### config.mk
export PLATFORM = sky130hd
export DESIGN_NAME = y_alu
export DESIGN_NICKNAME = d
export VERILOG_FILES = /design/src/rtl/alu_pkg.sv /design/src/rtl/y_adder.sv /design/src/rtl/y_alu.sv
export SDC_FILE = /design/constraint.sdc
export NUM_CORES = 1
export LEC_CHECK = 0
export ABC_AREA = 1
export CELL_PAD_IN_SITES_DETAIL_PLACEMENT = 0
export CELL_PAD_IN_SITES_GLOBAL_PLACEMENT = 1
export CORE_MARGIN = 2
export CORE_UTILIZATION = 25
export CTS_CLUSTER_DIAMETER = 40
export DETAILED_ROUTE_END_ITERATION = 8
export PLACE_DENSITY = 0.79
export SLEW_MARGIN = 20
export SYNTH_ARGS = -nofsm -noshare
export SYNTH_HDL_FRONTEND = slang
export SYNTH_SLANG_ARGS = --single-unit
### constraint.sdc
create_clock -name clk -period 27.5 [get_ports clk]
set_input_delay 5.5 -clock clk [delete_from_list [all_inputs] [get_ports clk]]
set_output_delay 5.5 -clock clk [all_outputs]
set_load 0.01 [all_outputs]
### src/rtl/alu_pkg.sv
// Shared definitions for the y_alu datapath: default width and op-code encodings.
// The reserved-code helper keeps decode rules in one place for ALU and consumers.
package alu_pkg;

    localparam int ALU_WIDTH = 32;

    localparam logic [2:0] OP_AND = 3'b000;
    localparam logic [2:0] OP_OR  = 3'b001;
    localparam logic [2:0] OP_ADD = 3'b010;
    localparam logic [2:0] OP_SUB = 3'b110;
    localparam logic [2:0] OP_SLT = 3'b111;

    // Codes 011, 100 and 101 alias onto a real mux leg via op[1:0], so they are masked.
    function automatic logic is_reserved(input logic [2:0] op);
        return (op != OP_AND) && (op != OP_OR) && (op != OP_ADD) &&
               (op != OP_SUB) && (op != OP_SLT);
    endfunction

endpackage

### src/rtl/y_adder.sv
// WIDTH-bit ripple-carry adder built from 1-bit full adders.
// Shared by ADD, SUB and SLT; the caller supplies inverted b and cin=1 to subtract.
module y_full_adder (
    input  logic a,
    input  logic b,
    input  logic cin,
    output logic sum,
    output logic cout
);
    assign sum  = a ^ b ^ cin;
    assign cout = (a & b) | (cin & (a ^ b));
endmodule

module y_adder
    import alu_pkg::*;
#(
    parameter int WIDTH = ALU_WIDTH
) (
    input  logic [WIDTH-1:0] a,
    input  logic [WIDTH-1:0] b,
    input  logic             cin,
    output logic [WIDTH-1:0] sum,
    output logic             cout
);
    logic [WIDTH:0] carry;

    assign carry[0] = cin;

    for (genvar i = 0; i < WIDTH; i++) begin : g_bit
        y_full_adder u_fa (
            .a    (a[i]),
            .b    (b[i]),
            .cin  (carry[i]),
            .sum  (sum[i]),
            .cout (carry[i+1])
        );
    end

    assign cout = carry[WIDTH];
endmodule

### src/rtl/y_alu.sv
// Single-cycle ALU: AND/OR/ADD/SUB/SLT with combinational z/ex and a registered copy.
// Wrap-around is silent; reserved op codes yield z=0 and therefore ex=1.
module y_alu
    import alu_pkg::*;
#(
    parameter int WIDTH = ALU_WIDTH
) (
    input  logic             clk,
    input  logic             rst_n,
    input  logic [WIDTH-1:0] a,
    input  logic [WIDTH-1:0] b,
    input  logic [2:0]       op,
    output logic [WIDTH-1:0] z,
    output logic             ex,
    output logic [WIDTH-1:0] z_q,
    output logic             ex_q
);
    logic [WIDTH-1:0] b_eff;
    logic             sub_en;
    logic [WIDTH-1:0] sum;
    logic             cout_unused;
    logic             overflow;
    logic             slt;
    logic [WIDTH-1:0] z_d;
    logic             ex_d;

    // op[2] selects subtraction: a + ~b + 1 through the one shared adder.
    assign sub_en = op[2];
    assign b_eff  = sub_en ? ~b : b;

    y_adder #(.WIDTH(WIDTH)) u_adder (
        .a    (a),
        .b    (b_eff),
        .cin  (sub_en),
        .sum  (sum),
        .cout (cout_unused)
    );

    // Signed overflow: operands share a sign that the sum does not.
    assign overflow = (a[WIDTH-1] == b_eff[WIDTH-1]) && (sum[WIDTH-1] != a[WIDTH-1]);
    assign slt      = sum[WIDTH-1] ^ overflow;

    always_comb begin
        // NOTE: default first so every path assigns z_d and no latch is inferred.
        z_d = '0;
        if (!is_reserved(op)) begin
            case (op[1:0])
                2'b00:   z_d = a & b;
                2'b01:   z_d = a | b;
                2'b10:   z_d = sum;
                default: z_d = {{(WIDTH-1){1'b0}}, slt};
            endcase
        end
    end

    assign ex_d = ~|z_d;
    assign z    = z_d;
    assign ex   = ex_d;

    always_ff @(posedge clk or negedge rst_n) begin
        // NOTE: non-blocking assignments keep register updates order-independent.
        if (!rst_n) begin
            z_q  <= '0;
            ex_q <= 1'b0;
        end else begin
            z_q  <= z_d;
            ex_q <= ex_d;
        end
    end

endmodule

==> impl_metrics.tcl, run 1 <==
set metrics [dict create \
    drv_slew 0 \
    status "complete, no violations" \
    crit_top_cell "fa_1" \
    synthToLayoutAreaGrowth_pct 49.9 \
    start_kind "primary input" \
    via_per_inst 4.04 \
    fin_crit_ns 25.84 \
    setup_violations 0 \
    tightest_slew_ns 0.715 \
    dp_cells 779 \
    cap_violations 0 \
    peakVddDrop_v 0.0000219 \
    critical_path_depth 44 \
    grt-ovfl-total 0 \
    syn_avg_cell_area_sq_um 6.80 \
    syn_area_sq_mm 0.00330 \
    worst_hold_slack_ns 5.62 \
    core_sq_mm 0.0128 \
    fin_nets 715 \
    cts_sinks 33 \
    power_mw 0.194 \
    worst-path-max-fanout 4 \
    grt_pass1_vias 3196 \
    yosysUniqueCellTypes 21 \
    die_h_um 119 \
    first_pass_iters 4 \
    period_share_pct 94.0 \
    yosysWarnings 0 \
    synth_nets 586 \
    drc 0 \
    rsz0062_at_grt "false" \
    wl_per_cell_um 12.5 \
    seq_power_share_pct 28.2 \
    rows 41 \
    end_kind "output port" \
    route.antenna.remaining_nets 0 \
    synth.area.top_cells "dfrtp_1 25%, nand2_1 20%, fa_1 18%, inv_1 13%, xor2_1 7.7%" \
    slowest_delay_ns 0.55 \
    place_area_sq_mm 0.00481 \
    p_leak_nw 2.73 \
    wirelength_um 9870 \
    p_int_mw 0.130 \
    diodes 0 \
    grt_start_max_net_pins 34 \
    h-tree-depth 2 \
    cts_hold_buf 0 \
    hp-class "in -> async" \
    clk_pin_slew_worst_paths_ns 0.05 \
    antenna_found_initial 0 \
    fill_cells 1309 \
    crit_type "in -> out" \
    share_comb_of_total_power_pct 45.8 \
    cts_setup_buffers 0 \
    worstPathArrival_ns 20.34 \
    vias 3176 \
    cts_resized 0 \
    p_sw_share_pct 32.8 \
    cts_max_path_buffers 2 \
    ys_ff_latch 33 \
    fmax_mhz 38.7 \
    final_area_sq_mm 0.00494 \
    layout-drive-gt1-share_pct 2.44 \
    cp_slowest_cell "clkdlybuf4s50_1" \
    yosysTopAreaCellShare_pct 25.0 \
    place_congestion 0.847 \
    cts_tree "yes" \
    final_cell_mix "175 x nand2_1, 133 x clkdlybuf4s50_1, 117 x inv_1" \
    net-switching-power_mw 0.0636 \
    fp.dieW_um 119 \
    syn_inst 485 \
    netlist.top_cell.by_area "dfrtp_1" \
    clkPwrFrac_pct 26.1 \
    grt_pass1_wl_um 16400 \
    port-buffer-count 134 \
    tns_ns 0 \
    floorplan.die_area_sq_mm 0.0141 \
    drt-initial-drc-count 166 \
    worst-path-buf-inv 5 \
    final_common_cell "nand2_1" \
    root_buffer "clkbuf_16" \
    pin_count 135 \
    track_usage_pct 14.5 \
    relSlewSlack_pct 52.2 \
    crit_required_ns 22.00 \
    path_delay_family "adder cells" \
    dp_hpwl_um 8290 \
    powerDensity_mw_per_mm2 39.2 \
    finalHoldViolations 0 \
    numCtsBuffers 5 \
    yosysSeqAreaShare_pct 25.0 \
    fin_cells 787 \
    start_util_pct 25.8 \
]
## synthesized netlist by cell type, drive strengths merged
| master | count |
|---|---|
| o21ai | 8 |
| nand2 | 175 |
| clkbuf | 1 |
| nand3b | 1 |
| ha | 2 |
| nand3 | 50 |
| buf | 17 |
| dfrtp | 33 |
| a21oi | 3 |
| o21bai | 1 |
| xor2 | 29 |
| inv | 117 |
| xnor2 | 1 |
| nor2 | 15 |
| o211a | 1 |
| a31oi | 1 |
| fa | 30 |
## registers in the layout (all words and copies together), names as in the netlist
register  flops
ex_q          1
z_q          32
## per-stage QoR
stage / worst slack, ns / util [%]
after floorplan: 2.82 / -
after global placement: 1.69 / 37.6
after detailed placement: 1.57 / 37.6
after CTS: 1.52 / 38.7
after global routing: 0.800 / 38.7
final: 1.66 / 38.7
## final timing paths
path	from	end
max in group asynchronous	rst_n	z_q[15]
max	b[0]	ex
min in group clk	op[2]	z_q[0]
min	rst_n	z_q[28]
## layer usage
metal	track usage, %	up-vias	share of wire (%)
li1	-	1649	-
met1	20.3	1409	48
met2	23.0	107	44
met3	2.68	11	6.5
met4	4.09	0	1.6
met5	0	-	0
## final cells by class
cell class	instances	area, sq um	share of cell area (%)
Clock buffer	8	136	2.76
Inverter	117	439	8.88
Multi-Input combinational cell	317	1950	39.4
Sequential cell	33	826	16.7
Tap cell	172	215	4.35
Timing Repair Buffer	140	1380	27.9
## power groups by stage
stage	sequential [mW]	clock, mW	combinational, mW
finish	0.0547	0.0505	0.0887
global route	0.0551	0.0548	0.101
CTS	0.0548	0.0519	0.0901
detailed placement	0.0556	0	0.0900
global placement	0.0553	0	0.0891
floorplan	0.0582	0	0.0424
## cells by family (layout without fill, tap and decap cells)
group	after synthesis	count (layout)	synth area share, %
AO/OA/AOI/OAI	14	14	2.50
XOR/XNOR	30	30	7.96
adder cells (fa/ha/maj)	32	32	19.0
buffers and inverters	135	265	16.0
flip-flops	33	33	25.0
AND/OR/NAND/NOR	241	241	29.5
No activity file was read; power rests on OpenSTA's default activity.
==> inputs of run 2 (changes only) <==
- SLEW_MARGIN: 20 -> 5
==> results of run 2 <==
No change in the layout: final DEF, timing and power equal those of run 1.
